<file path="src/rtl/rscpu_pkg.sv">
// Shared types for the 8-bit accumulator CPU: FSM states, opcodes, AC source encodings.
// Latency: n/a (types, constants and one pure helper function only).
// Backpressure: n/a; is_mem_state() names the states that stall on mem_ready.
package rscpu_pkg;

  typedef enum logic [4:0] {
    FETCH1, FETCH2, FETCH3,
    NOP1,
    LDAC1, LDAC2, LDAC3, LDAC4, LDAC5,
    STAC1, STAC2, STAC3, STAC4, STAC5,
    MVAC1, MOVR1,
    JUMP1, JUMP2, JUMP3,
    ALU1,
    SKIP1, SKIP2,
    HALT
  } state_t;

  localparam logic [3:0] OP_NOP  = 4'h0;
  localparam logic [3:0] OP_LDAC = 4'h1;
  localparam logic [3:0] OP_STAC = 4'h2;
  localparam logic [3:0] OP_MVAC = 4'h3;
  localparam logic [3:0] OP_MOVR = 4'h4;
  localparam logic [3:0] OP_JUMP = 4'h5;
  localparam logic [3:0] OP_JMPZ = 4'h6;
  localparam logic [3:0] OP_JPNZ = 4'h7;

  typedef logic [1:0] ac_sel_t;
  localparam ac_sel_t AC_SRC_DR  = 2'd0;
  localparam ac_sel_t AC_SRC_R   = 2'd1;
  localparam ac_sel_t AC_SRC_ALU = 2'd2;

  // States that hold a memory request until mem_ready.
  function automatic logic is_mem_state(input state_t s);
    case (s)
      FETCH2, LDAC1, LDAC2, LDAC4, STAC1, STAC2, STAC5, JUMP1, JUMP2: return 1'b1;
      default: return 1'b0;
    endcase
  endfunction

endpackage

</file>
<file path="src/rtl/rscpu_control_unit_if.sv">
// Control-unit <-> datapath/memory bundle: decode inputs, register strobes, mem request.
// Latency: n/a (wires only).
// Backpressure: mem_ready from the memory side stalls the control unit.
// Ports: ir, z, mem_ready into the control unit; strobes, selects, mem_rd/mem_wr, mem_err out.
interface rscpu_control_unit_if;
  import rscpu_pkg::*;

  logic [7:0] ir;
  logic       z;
  logic       mem_ready;

  logic       ar_ld, ar_inc, pc_ld, pc_inc, dr_ld, tr_ld, ir_ld, r_ld, ac_ld, z_ld;
  logic       ar_sel;
  logic       dr_sel;
  ac_sel_t    ac_sel;
  logic [2:0] alu_sel;
  logic       mem_rd, mem_wr, mem_err;

  modport master (
    input  ir, z, mem_ready,
    output ar_ld, ar_inc, pc_ld, pc_inc, dr_ld, tr_ld, ir_ld, r_ld, ac_ld, z_ld,
    output ar_sel, dr_sel, ac_sel, alu_sel, mem_rd, mem_wr, mem_err
  );

  modport slave (
    output ir, z, mem_ready,
    input  ar_ld, ar_inc, pc_ld, pc_inc, dr_ld, tr_ld, ir_ld, r_ld, ac_ld, z_ld,
    input  ar_sel, dr_sel, ac_sel, alu_sel, mem_rd, mem_wr, mem_err
  );

endinterface

</file>
<file path="src/rtl/rscpu_mem_wait.sv">
// Memory wait timeout counter: counts stalled cycles of one memory access.
// Latency: expired is combinational in the stalled cycle that would reach MEM_TIMEOUT.
// Backpressure: none; MEM_TIMEOUT=0 disables expiry (wait forever).
// Ports: clk, reset (async, active-high), clear (restart), count (stalled this cycle), expired.
module rscpu_mem_wait #(
  parameter int unsigned MEM_TIMEOUT = 255
) (
  input  logic clk,
  input  logic reset,
  input  logic clear,
  input  logic count,
  output logic expired
);

  // Counter only ever holds 0..MEM_TIMEOUT-1; the stall that would reach the limit expires instead.
  localparam int unsigned CW    = (MEM_TIMEOUT < 2) ? 1 : $clog2(MEM_TIMEOUT);
  localparam int unsigned LIMIT = (MEM_TIMEOUT == 0) ? 0 : MEM_TIMEOUT - 1;
  localparam bit          ENA   = (MEM_TIMEOUT != 0);

  logic [CW-1:0] cnt;

  assign expired = ENA && count && (cnt == CW'(LIMIT));

  always_ff @(posedge clk or posedge reset) begin
    if (reset) begin
      cnt <= '0;
    end else if (clear) begin
      cnt <= '0;
    end else if (ENA && count && !expired) begin
      cnt <= cnt + CW'(1);
    end
  end

endmodule

</file>
<file path="src/rtl/rscpu_control_unit.sv">
// Hardwired fetch/decode/execute FSM for the 8-bit accumulator CPU.
// Latency: 4 cycles NOP/MVAC/MOVR/ALU, 5 not-taken branch, 6 JUMP/taken branch, 8 LDAC/STAC (zero wait).
// Backpressure: memory states hold mem_rd/mem_wr until mem_ready; a stuck access halts the core.
// Ports: clk, reset (async, active-high), bus (master side of rscpu_control_unit_if).
// Decode happens in FETCH3, so the datapath must present the fetched opcode on ir in that cycle.
module rscpu_control_unit
  import rscpu_pkg::*;
#(
  parameter int unsigned MEM_TIMEOUT = 255
) (
  input  logic                 clk,
  input  logic                 reset,
  rscpu_control_unit_if.master bus
);

  state_t state_q, state_d;
  logic   waiting;
  logic   tmo_expired;

  assign waiting = is_mem_state(state_q) && !bus.mem_ready;

  rscpu_mem_wait #(
    .MEM_TIMEOUT(MEM_TIMEOUT)
  ) u_mem_wait (
    .clk    (clk),
    .reset  (reset),
    .clear  (!waiting),
    .count  (waiting),
    .expired(tmo_expired)
  );

  always_ff @(posedge clk or posedge reset) begin
    if (reset) state_q <= FETCH1;
    else       state_q <= state_d;
  end

  always_comb begin
    state_d     = state_q;
    bus.ar_ld   = 1'b0;
    bus.ar_inc  = 1'b0;
    bus.pc_ld   = 1'b0;
    bus.pc_inc  = 1'b0;
    bus.dr_ld   = 1'b0;
    bus.tr_ld   = 1'b0;
    bus.ir_ld   = 1'b0;
    bus.r_ld    = 1'b0;
    bus.ac_ld   = 1'b0;
    bus.z_ld    = 1'b0;
    bus.ar_sel  = 1'b0;
    bus.dr_sel  = 1'b0;
    bus.ac_sel  = AC_SRC_DR;
    bus.alu_sel = 3'b000;
    bus.mem_rd  = 1'b0;
    bus.mem_wr  = 1'b0;
    bus.mem_err = 1'b0;

    // Outputs are forced low while reset is held so nothing fires after reset asserts.
    if (!reset) begin
      case (state_q)
        FETCH1: begin
          bus.ar_ld = 1'b1;
          state_d   = FETCH2;
        end
        FETCH2: begin
          bus.mem_rd = 1'b1;
          if (bus.mem_ready) begin
            bus.dr_ld  = 1'b1;
            bus.pc_inc = 1'b1;
            state_d    = FETCH3;
          end
        end
        FETCH3: begin
          bus.ir_ld = 1'b1;
          bus.ar_ld = 1'b1;
          if (bus.ir[7:4] != 4'h0) begin
            state_d = NOP1;
          end else if (bus.ir[3]) begin
            state_d = ALU1;
          end else begin
            case (bus.ir[3:0])
              OP_LDAC: state_d = LDAC1;
              OP_STAC: state_d = STAC1;
              OP_MVAC: state_d = MVAC1;
              OP_MOVR: state_d = MOVR1;
              OP_JUMP: state_d = JUMP1;
              OP_JMPZ: state_d = bus.z  ? JUMP1 : SKIP1;
              OP_JPNZ: state_d = !bus.z ? JUMP1 : SKIP1;
              default: state_d = NOP1;
            endcase
          end
        end
        NOP1: state_d = FETCH1;
        LDAC1, STAC1: begin
          bus.mem_rd = 1'b1;
          if (bus.mem_ready) begin
            bus.dr_ld  = 1'b1;
            bus.pc_inc = 1'b1;
            bus.ar_inc = 1'b1;
            state_d    = (state_q == LDAC1) ? LDAC2 : STAC2;
          end
        end
        LDAC2, STAC2: begin
          bus.mem_rd = 1'b1;
          if (bus.mem_ready) begin
            bus.tr_ld  = 1'b1;
            bus.dr_ld  = 1'b1;
            bus.pc_inc = 1'b1;
            state_d    = (state_q == LDAC2) ? LDAC3 : STAC3;
          end
        end
        LDAC3, STAC3: begin
          bus.ar_ld  = 1'b1;
          bus.ar_sel = 1'b1;
          state_d    = (state_q == LDAC3) ? LDAC4 : STAC4;
        end
        LDAC4: begin
          bus.mem_rd = 1'b1;
          if (bus.mem_ready) begin
            bus.dr_ld = 1'b1;
            state_d   = LDAC5;
          end
        end
        LDAC5: begin
          bus.ac_ld  = 1'b1;
          bus.ac_sel = AC_SRC_DR;
          state_d    = FETCH1;
        end
        STAC4: begin
          bus.dr_ld  = 1'b1;
          bus.dr_sel = 1'b1;
          state_d    = STAC5;
        end
        STAC5: begin
          bus.mem_wr = 1'b1;
          if (bus.mem_ready) state_d = FETCH1;
        end
        MVAC1: begin
          bus.r_ld = 1'b1;
          state_d  = FETCH1;
        end
        MOVR1: begin
          bus.ac_ld  = 1'b1;
          bus.ac_sel = AC_SRC_R;
          state_d    = FETCH1;
        end
        JUMP1: begin
          bus.mem_rd = 1'b1;
          if (bus.mem_ready) begin
            bus.dr_ld  = 1'b1;
            bus.ar_inc = 1'b1;
            state_d    = JUMP2;
          end
        end
        JUMP2: begin
          bus.mem_rd = 1'b1;
          if (bus.mem_ready) begin
            bus.tr_ld = 1'b1;
            bus.dr_ld = 1'b1;
            state_d   = JUMP3;
          end
        end
        JUMP3: begin
          bus.pc_ld = 1'b1;
          state_d   = FETCH1;
        end
        ALU1: begin
          bus.ac_ld   = 1'b1;
          bus.ac_sel  = AC_SRC_ALU;
          bus.z_ld    = 1'b1;
          bus.alu_sel = bus.ir[2:0];
          state_d     = FETCH1;
        end
        SKIP1: begin
          bus.pc_inc = 1'b1;
          state_d    = SKIP2;
        end
        SKIP2: begin
          bus.pc_inc = 1'b1;
          state_d    = FETCH1;
        end
        HALT: begin
          bus.mem_err = 1'b1;
        end
        default: state_d = FETCH1;
      endcase

      // Expiry only occurs while stalled, so no strobe of the abandoned state has fired.
      if (tmo_expired) state_d = HALT;
    end
  end

endmodule

</file>
<file path="src/flat_wrapper.sv">
// flat-port wrapper written by rule: the top's interface ports become plain ports
module rscpu_control_unit_flat import rscpu_pkg::*;
#(
  parameter int unsigned MEM_TIMEOUT = 255
)
  (clk, reset, bus_ir, bus_z, bus_mem_ready, bus_ar_ld, bus_ar_inc, bus_pc_ld, bus_pc_inc, bus_dr_ld, bus_tr_ld, bus_ir_ld, bus_r_ld, bus_ac_ld, bus_z_ld, bus_ar_sel, bus_dr_sel, bus_ac_sel, bus_alu_sel, bus_mem_rd, bus_mem_wr, bus_mem_err);
  rscpu_control_unit_if bus_i ();
  input  logic clk;
  input  logic reset;
  input wire logic [$bits(bus_i.ir)-1:0] bus_ir;
  input wire logic [$bits(bus_i.z)-1:0] bus_z;
  input wire logic [$bits(bus_i.mem_ready)-1:0] bus_mem_ready;
  output wire logic [$bits(bus_i.ar_ld)-1:0] bus_ar_ld;
  output wire logic [$bits(bus_i.ar_inc)-1:0] bus_ar_inc;
  output wire logic [$bits(bus_i.pc_ld)-1:0] bus_pc_ld;
  output wire logic [$bits(bus_i.pc_inc)-1:0] bus_pc_inc;
  output wire logic [$bits(bus_i.dr_ld)-1:0] bus_dr_ld;
  output wire logic [$bits(bus_i.tr_ld)-1:0] bus_tr_ld;
  output wire logic [$bits(bus_i.ir_ld)-1:0] bus_ir_ld;
  output wire logic [$bits(bus_i.r_ld)-1:0] bus_r_ld;
  output wire logic [$bits(bus_i.ac_ld)-1:0] bus_ac_ld;
  output wire logic [$bits(bus_i.z_ld)-1:0] bus_z_ld;
  output wire logic [$bits(bus_i.ar_sel)-1:0] bus_ar_sel;
  output wire logic [$bits(bus_i.dr_sel)-1:0] bus_dr_sel;
  output wire logic [$bits(bus_i.ac_sel)-1:0] bus_ac_sel;
  output wire logic [$bits(bus_i.alu_sel)-1:0] bus_alu_sel;
  output wire logic [$bits(bus_i.mem_rd)-1:0] bus_mem_rd;
  output wire logic [$bits(bus_i.mem_wr)-1:0] bus_mem_wr;
  output wire logic [$bits(bus_i.mem_err)-1:0] bus_mem_err;
  assign bus_i.ir = bus_ir;
  assign bus_i.z = bus_z;
  assign bus_i.mem_ready = bus_mem_ready;
  assign bus_ar_ld = bus_i.ar_ld;
  assign bus_ar_inc = bus_i.ar_inc;
  assign bus_pc_ld = bus_i.pc_ld;
  assign bus_pc_inc = bus_i.pc_inc;
  assign bus_dr_ld = bus_i.dr_ld;
  assign bus_tr_ld = bus_i.tr_ld;
  assign bus_ir_ld = bus_i.ir_ld;
  assign bus_r_ld = bus_i.r_ld;
  assign bus_ac_ld = bus_i.ac_ld;
  assign bus_z_ld = bus_i.z_ld;
  assign bus_ar_sel = bus_i.ar_sel;
  assign bus_dr_sel = bus_i.dr_sel;
  assign bus_ac_sel = bus_i.ac_sel;
  assign bus_alu_sel = bus_i.alu_sel;
  assign bus_mem_rd = bus_i.mem_rd;
  assign bus_mem_wr = bus_i.mem_wr;
  assign bus_mem_err = bus_i.mem_err;
  rscpu_control_unit #(.MEM_TIMEOUT(MEM_TIMEOUT)) u_core (.clk(clk), .reset(reset), .bus(bus_i));
endmodule
</file>
<file path="config.mk">
export PLATFORM = sky130hd
export DESIGN_NAME = rscpu_control_unit_flat
export DESIGN_NICKNAME = d
export VERILOG_FILES = /design/src/rtl/rscpu_pkg.sv /design/src/rtl/rscpu_control_unit_if.sv /design/src/rtl/rscpu_mem_wait.sv /design/src/rtl/rscpu_control_unit.sv /design/src/flat_wrapper.sv
export SDC_FILE = /design/constraint.sdc
export NUM_CORES = 1
export LEC_CHECK = 0
export ABC_CLOCK_PERIOD_IN_PS = 2730
export CAP_MARGIN = 10
export CORE_UTILIZATION = 50
export CTS_CLUSTER_SIZE = 40
export DETAILED_ROUTE_END_ITERATION = 8
export GPL_TIMING_DRIVEN = 0
export PLACE_DENSITY = 0.87
export SKIP_CTS_REPAIR_TIMING = 1
export SLEW_MARGIN = 30
export SYNTH_ARGS = -nofsm -noshare
export SYNTH_HDL_FRONTEND = slang
export SYNTH_SLANG_ARGS = --single-unit
</file>
<file path="constraint.sdc">
create_clock -name clk -period 2.73 [get_ports clk]
set_input_delay 0.4095 -clock clk [delete_from_list [all_inputs] [get_ports clk]]
set_output_delay 0.4095 -clock clk [all_outputs]
set_load 0.01 [all_outputs]
</file>
After elaboration in Yosys (flattened, before gate mapping)

Memory sizes are Yosys's and may differ from the RTL's.
Index checks and enable logic that the tools add are counted.

$add $sub $neg: 1
Equality and inequality tests: 38
Multiplexer cells: 54
Bitwise gates (word level): 1
Reductions and logical operators: 18

Operators with widths:

| kind                | number |
|---|---|
| $pmux 5 s13         | 1 |
| $mux 5              | 10 |
| $eq 5x4->1 const B  | 8 |
| $eq 5x5->1 const B  | 7 |
| $pmux 5 s7          | 1 |
| $mux 1              | 29 |
| $ne 3x3->1 const B  | 7 |
| $eq 5x3->1 const B  | 4 |
| $eq 4x3->1 const B  | 4 |
| $mux 8              | 2 |
| $mux 3              | 4 |
| $mux 4              | 3 |
| $reduce_and 9->1    | 1 |
| $reduce_or 3->1     | 3 |
| $add 8x1->8 const B | 1 |
| $eq 4x2->1 const B  | 2 |
| $eq 8x8->1 const B  | 1 |
| $reduce_or 2->1     | 4 |
| $reduce_or 8->1     | 1 |
| $eq 5x1->1 const B  | 1 |
| $eq 5x2->1 const B  | 1 |
| $logic_not 5->1     | 1 |
| $reduce_or 5->1     | 1 |
| $eq 4x1->1 const B  | 1 |
| 10 further kinds    | 14 |

Bits in registers: 13
Bits in read-only memories: 32
Input port bits: 12
Output and inout bits: 20
Memories: 1

Memory list:

| memory           | words | bits a word | rd ports | clocked after Yosys merged registers in | write ports | line            | RTL |
|---|---|---|---|---|---|---|---|
| (name not given) | 32    | 1           | 1        | 0                                       | 0           | rscpu_pkg.sv:34 | `case (s)` |

Longest topological paths before layout

Depth after elaboration: 7
Gate-level depth with buffers: 8
Gate-level depth less buffers: 7

Cells and area by module

Synthesis repeated with hierarchy kept, for this count alone.

Cell total of the unflattened synthesis: 194
Area, all modules: 1478.9 sq um

By module, submodules not included:

| module             | instances | cells an instance | area each (sq um) | sequential area each (sq um) |
|---|---|---|---|---|
| rscpu_control_unit | 1         | 144               | 972.2             | 125.1 |
| rscpu_mem_wait     | 1         | 50                | 506.7             | 200.2 |

Worst setup path after synthesis

OpenSTA, ideal clock, no wires.

Path kind: register -> output
Start: register u_core.state_q[1]
End: output port bus_dr_ld
Data arrival time: 1.682 ns
Required time: 2.321 ns
Path slack: 0.639 ns
Cell stages (with the launch flop): 9
Path buffers: 1
Cell sequence: dfrtp_1 inv_1 ha_1 clkbuf_1 nor2_1 or3_1 a21oi_1 a21oi_1 o21bai_1

Longest elaborated chain between the ends: 4
Elaborated cells between the ends (all ways): 12

Ends and longest elaborated chain:

| what                                     | line                     | RTL |
|---|---|---|
| from (decl)                              | rscpu_control_unit.sv:16 | `state_t state_q, state_d;` |
| from (signal assigned)                   | rscpu_control_unit.sv:34 | `else state_q <= state_d;` |
| $eq 5x1->1, or another cell as far along | rscpu_control_unit.sv:59 | `case (state_q)` |
| $reduce_or 8->1 (no source line)         | n/a                      |  |
| $pmux 1 s2 *                             | rscpu_control_unit.sv:59 |  |
| $mux 1 *                                 | rscpu_control_unit.sv:58 | `if (!reset) begin` |
| to (decl)                                | flat_wrapper.sv:17       | `output wire logic [$bits(bus_i.dr_ld)-1:0] bus_dr_ld;` |

Mark *: on every way between the ends. The rest lies on a longest branch, timed or not.

Worst setup path in the final report

Start: register u_core.state_q[4]
End: output port bus_alu_sel[0]

Longest elaborated chain between the ends: 3

Ends and longest elaborated chain:

| what       | line                     | RTL |
|---|---|---|
| $eq 5x5->1 | rscpu_control_unit.sv:59 |  |
| $mux 3     | rscpu_control_unit.sv:59 |  |
| $mux 3     | rscpu_control_unit.sv:58 |  |
| to (decl)  | flat_wrapper.sv:26       | `output wire logic [$bits(bus_i.alu_sel)-1:0] bus_alu_sel;` |

Every way passes these cells.

==> impl_metrics.prom <==
# TYPE chip_impl_metric gauge
chip_impl_info{name="outcome",value="finished clean"} 1
chip_impl_metric{name="final-setup-viol-count",unit=""} 0
chip_impl_metric{name="final_period_minus_worst_setup_slack",unit="ns"} 2.68
chip_impl_metric{name="syn_area",unit="sq um"} 1380
chip_impl_metric{name="total_switching_power",unit="mW"} 0.746
chip_impl_metric{name="die_w",unit="microns"} 54.4
chip_impl_metric{name="syn_area_per_cell",unit="sq um"} 7.64
chip_impl_metric{name="drive_gt1_share",unit="%"} 13.5
chip_impl_metric{name="sequentialPowerShare",unit="%"} 18.8
chip_impl_metric{name="drt-initial-drc-count",unit=""} 52
chip_impl_metric{name="timing.max_slew.rel_slack",unit="%"} 40.7
chip_impl_metric{name="numClockSinks",unit=""} 13
chip_impl_metric{name="port_buffers",unit=""} 31
chip_impl_metric{name="multiInputGateArea",unit="sq um"} 997
chip_impl_metric{name="final.fill_count",unit=""} 197
chip_impl_metric{name="area_share_of_fa_ha_maj_cells_after_synthesis",unit="%"} 6.37
chip_impl_metric{name="ys_seq_area_share",unit="%"} 23.7
chip_impl_metric{name="fin_skew",unit="ns"} 0.00674
chip_impl_metric{name="fp.dieH",unit="microns"} 54.4
chip_impl_metric{name="cts-htree-levels",unit=""} 1
chip_impl_metric{name="num_rows",unit=""} 18
chip_impl_metric{name="final_core_util",unit="%"} 71.6
chip_impl_metric{name="ios",unit=""} 32
chip_impl_metric{name="max_slew.worst_pin.slew",unit="ns"} 0.883
chip_impl_metric{name="finalHoldViolations",unit=""} 0
chip_impl_metric{name="number_of_cells_produced_by_synthesis",unit=""} 180
chip_impl_metric{name="critical_path_peak_fanout",unit=""} 10
chip_impl_metric{name="slew_violations",unit=""} 0
chip_impl_metric{name="grt_use_total",unit="%"} 28.1
chip_impl_info{name="tritoncts",value="built"} 1
chip_impl_metric{name="grt_pass1_wl",unit="mm"} 5.91
chip_impl_metric{name="power_switching_share",unit="%"} 49.6
chip_impl_metric{name="synthXorXnorAreaFrac",unit="%"} 4.46
chip_impl_metric{name="met3_usage",unit="%"} 3.61
chip_impl_metric{name="place.detailed.hpwl",unit="mm"} 2.94
chip_impl_metric{name="synth.mux.area_fraction",unit="%"} 1.46
chip_impl_info{name="clockRootBuffer",value="sky130_fd_sc_hd__clkbuf_4"} 1
chip_impl_metric{name="clock_path_buffers",unit=""} 2
chip_impl_info{name="ys_dominant_reg_cell",value="sky130_fd_sc_hd__dfrtp_1"} 1
chip_impl_metric{name="vias",unit=""} 1534
chip_impl_info{name="crit_path_end_kind",value="output pin"} 1
chip_impl_metric{name="synthDistinctLibCells",unit=""} 54
chip_impl_metric{name="die_area",unit="sq um"} 2960
chip_impl_metric{name="fin_crit_sh",unit="%"} 98.2
chip_impl_metric{name="layout-area-overhead-vs-synth",unit="%"} 32.6
chip_impl_metric{name="clock_power_share",unit="%"} 8.3
chip_impl_metric{name="ir_drop",unit="V"} 0.000633
chip_impl_info{name="cp-start-kind",value="flop"} 1
chip_impl_metric{name="gr-usage-met2",unit="%"} 52.6
chip_impl_metric{name="globalplace.congestion",unit=""} 0.902
chip_impl_metric{name="routed_len_inst",unit="microns"} 16.4
chip_impl_metric{name="fp.coreArea",unit="sq um"} 2540
chip_impl_metric{name="cap_viol_max_count",unit=""} 0
chip_impl_metric{name="synth-async-reset-ratio",unit="%"} 100
chip_impl_metric{name="synth-edff-count",unit=""} 0
chip_impl_metric{name="synth_compound_area_share",unit="%"} 26.4
chip_impl_info{name="synth_top_family_by_area",value="simple AND/OR/NAND/NOR gates"} 1
chip_impl_metric{name="via_count_of_the_first_global_routing_pass",unit=""} 1297
chip_impl_metric{name="power_report.internal_total",unit="mW"} 0.757
chip_impl_metric{name="ys_ff_latch",unit=""} 13
chip_impl_metric{name="post_synth_and_or_nand_nor_area_fraction",unit="%"} 30.8
chip_impl_metric{name="power.combinational.fraction",unit="%"} 72.8
chip_impl_metric{name="crit_required",unit="ns"} 2.32
chip_impl_metric{name="antenna_violations_before_repair",unit=""} 0
chip_impl_metric{name="route.detailed.drc",unit=""} 0
chip_impl_metric{name="overflow",unit=""} 0
chip_impl_metric{name="final_net_count",unit=""} 235
chip_impl_metric{name="regArea",unit="sq um"} 327
chip_impl_metric{name="n_antenna_cell",unit=""} 0
chip_impl_metric{name="syn-num-nets",unit=""} 199
chip_impl_metric{name="antenna_violating_nets_post_route",unit=""} 0
chip_impl_metric{name="critical_path_arrival",unit="ns"} 2.27
chip_impl_metric{name="start_util",unit="%"} 54.0
chip_impl_metric{name="setup_total_negative_slack",unit="ns"} 0
chip_impl_info{name="hold_path.class",value="reg -> reg"} 1
chip_impl_metric{name="post_drt_via_cell_ratio",unit=""} 6.26
chip_impl_metric{name="grt_start_max_net_pins",unit=""} 16
chip_impl_info{name="timing_worst_setup_path_type",value="reg -> out"} 1
chip_impl_metric{name="p_per_area",unit="nW/um^2"} 825
chip_impl_info{name="layer_with_the_highest_usage",value="met2"} 1
chip_impl_metric{name="cts_inserted_buffers",unit=""} 3
chip_impl_metric{name="grtUsageMet1",unit="%"} 31.5
chip_impl_metric{name="insertion_delay",unit="ns"} 0.29
chip_impl_metric{name="dr.pass1.iters",unit=""} 4
chip_impl_metric{name="synth.yosys.warnings",unit=""} 0
chip_impl_metric{name="drt-total-wl",unit="mm"} 4.02
chip_impl_metric{name="worst_setup_hold_path_clk_slew",unit="ns"} 0.09
chip_impl_metric{name="p_leak",unit="nW"} 0.776
chip_impl_metric{name="fmax",unit="MHz"} 373
[synthesized netlist by cell type, types with 2 or more instances]
cell	n	area (sq um)
sky130_fd_sc_hd__nor3b_1	3	22.5
sky130_fd_sc_hd__ha_1	7	87.6
sky130_fd_sc_hd__mux2i_1	2	20.0
sky130_fd_sc_hd__and2_1	3	18.8
sky130_fd_sc_hd__a211oi_1	2	15.0
sky130_fd_sc_hd__a22oi_1	5	37.5
sky130_fd_sc_hd__nor3_1	7	35.0
sky130_fd_sc_hd__inv_1	7	26.3
sky130_fd_sc_hd__nand2_1	13	48.8
sky130_fd_sc_hd__nor2b_1	7	43.8
sky130_fd_sc_hd__buf_6	2	22.5
sky130_fd_sc_hd__o21ai_0	6	30.0
sky130_fd_sc_hd__and3_1	4	25.0
sky130_fd_sc_hd__or3_1	3	18.8
sky130_fd_sc_hd__o311ai_0	2	17.5
sky130_fd_sc_hd__nand3_1	6	30.0
sky130_fd_sc_hd__clkbuf_1	3	11.3
sky130_fd_sc_hd__a22o_1	2	17.5
sky130_fd_sc_hd__nor4_1	2	12.5
sky130_fd_sc_hd__buf_2	3	15.0
sky130_fd_sc_hd__xor2_1	2	17.5
sky130_fd_sc_hd__a21oi_1	14	70.1
sky130_fd_sc_hd__nor2_1	25	93.8
sky130_fd_sc_hd__nand2b_1	2	12.5
sky130_fd_sc_hd__dfrtp_1	13	325
sky130_fd_sc_hd__xnor2_1	5	43.8
sky130_fd_sc_hd__buf_1	2	7.51
sky130_fd_sc_hd__o32ai_1	2	17.5
[logic make-up after synthesis]
| kind of cell | count (synthesis) |
|---|---|
| AOI/OAI and AO/OA | 49 |
| xor gates and xnor gates | 7 |
| DFF | 13 |
| adders and majority gates | 7 |
| buffers and inverters | 19 |
| muxes | 2 |
| and+or+nand+nor | 83 |
[state kept, by name, summed over array words and instances (netlist names)]
register	cells
u_core.state_q	5
u_core.u_mem_wait.cnt	8
[critical path, stage by stage, from the launching register on]
cell,delay (ns)
sky130_fd_sc_hd__dfrtp_1,0.45
sky130_fd_sc_hd__buf_4,0.23
sky130_fd_sc_hd__inv_2,0.11
sky130_fd_sc_hd__nor2_1,0.23
sky130_fd_sc_hd__and3_1,0.28
sky130_fd_sc_hd__and2_1,0.15
sky130_fd_sc_hd__clkdlybuf4s50_1,0.53
[power groups by stage]
stage / clock network [mW] / logic (mW) / registers, mW
6_report: 0.125 / 1.09 / 0.283
5_1_grt: 0.129 / 1.18 / 0.287
4_1_cts: 0.122 / 0.991 / 0.279
3_5_place_dp: 0 / 0.982 / 0.282
3_3_place_gp: 0 / 0.958 / 0.277
2_1_floorplan: 0 / 0.701 / 0.270
[metal layers]
metal | share of wire, % | wire length, microns
met2 | 51 | 2060
met5 | 0 | 0
met3 | 6.5 | 263
met1 | 40 | 1590
met4 | 2.6 | 106
[cell type report]
class | instances | area share, %
inverter | 8 | 1.85
clock buffer | 4 | 1.44
timing repair buffer | 32 | 18.3
multi-input combinational | 148 | 54.7
sequential | 13 | 17.9
tap | 30 | 2.06
buffer | 10 | 3.77
[path summary, 6_finish.rpt]
| kind | start | cells after the start | slack (ns) | to |
|---|---|---|---|---|
| min in group asynchronous | reset | 2 | 0.64 | u_core.state_q[4]$_DFFE_PP0P_ |
| min reg2reg | u_core.u_mem_wait.cnt[6]$_DFFE_PP0P_ | 2 | 0.57 | u_core.u_mem_wait.cnt[6]$_DFFE_PP0P_ |
| max in group asynchronous | reset | 2 | 1.83 | u_core.state_q[0]$_DFFE_PP0P_ |
| max | u_core.state_q[4]$_DFFE_PP0P_ | 6 | 0.05 | bus_alu_sel[0] |
| min | u_core.u_mem_wait.cnt[6]$_DFFE_PP0P_ | 2 | 0.57 | u_core.u_mem_wait.cnt[6]$_DFFE_PP0P_ |
| max reg2reg | u_core.state_q[1]$_DFFE_PP0P_ | 8 | 0.50 | u_core.state_q[3]$_DFFE_PP0P_ |
[layout by cell type, fill, tap and decap left out, types with 2 or more instances in the layout]
cell / count
sky130_fd_sc_hd__clkdlybuf4s50_1: 25
sky130_fd_sc_hd__inv_1: 4
sky130_fd_sc_hd__a21oi_1: 14
sky130_fd_sc_hd__nor2b_4: 2
sky130_fd_sc_hd__o32ai_1: 2
sky130_fd_sc_hd__xor2_1: 2
sky130_fd_sc_hd__nand3_1: 6
sky130_fd_sc_hd__or3_1: 3
sky130_fd_sc_hd__buf_6: 2
sky130_fd_sc_hd__nor2_1: 25
sky130_fd_sc_hd__nor3b_1: 3
sky130_fd_sc_hd__o311ai_0: 2
sky130_fd_sc_hd__nand2b_1: 2
sky130_fd_sc_hd__clkbuf_4: 3
sky130_fd_sc_hd__buf_4: 4
sky130_fd_sc_hd__ha_1: 4
sky130_fd_sc_hd__xnor2_1: 5
sky130_fd_sc_hd__a211oi_1: 2
sky130_fd_sc_hd__dfrtp_1: 12
sky130_fd_sc_hd__and2_1: 3
sky130_fd_sc_hd__mux2i_1: 2
sky130_fd_sc_hd__nand2_1: 13
sky130_fd_sc_hd__nor3_1: 7
sky130_fd_sc_hd__o21ai_0: 6
sky130_fd_sc_hd__ha_2: 2
sky130_fd_sc_hd__nor2b_1: 4
sky130_fd_sc_hd__a22o_1: 2
sky130_fd_sc_hd__dlymetal6s2s_1: 6
sky130_fd_sc_hd__a22oi_1: 5
sky130_fd_sc_hd__inv_2: 3
sky130_fd_sc_hd__clkbuf_1: 2
sky130_fd_sc_hd__and3_1: 4
sky130_fd_sc_hd__clkbuf_2: 3
sky130_fd_sc_hd__nor4_1: 2
[through the flow]
stage | worst slack, ns | power [mW] | cells | hold WS [ns] | cell area, sq um
2_1_floorplan | 0.639 | 0.971 | 180 | 0.300 | 1380
3_3_place_gp | -0.0403 | 1.24 | 241 | 0.533 | 1720
3_5_place_dp | -0.0696 | 1.26 | 241 | 0.565 | 1720
4_1_cts | -0.388 | 1.39 | 245 | 0.587 | 1750
5_1_grt | -0.00840 | 1.59 | 245 | 0.607 | 1820
6_report | 0.0504 | 1.50 | 245 | 0.575 | 1820
Note: power is estimated with default switching activity, not from simulation.
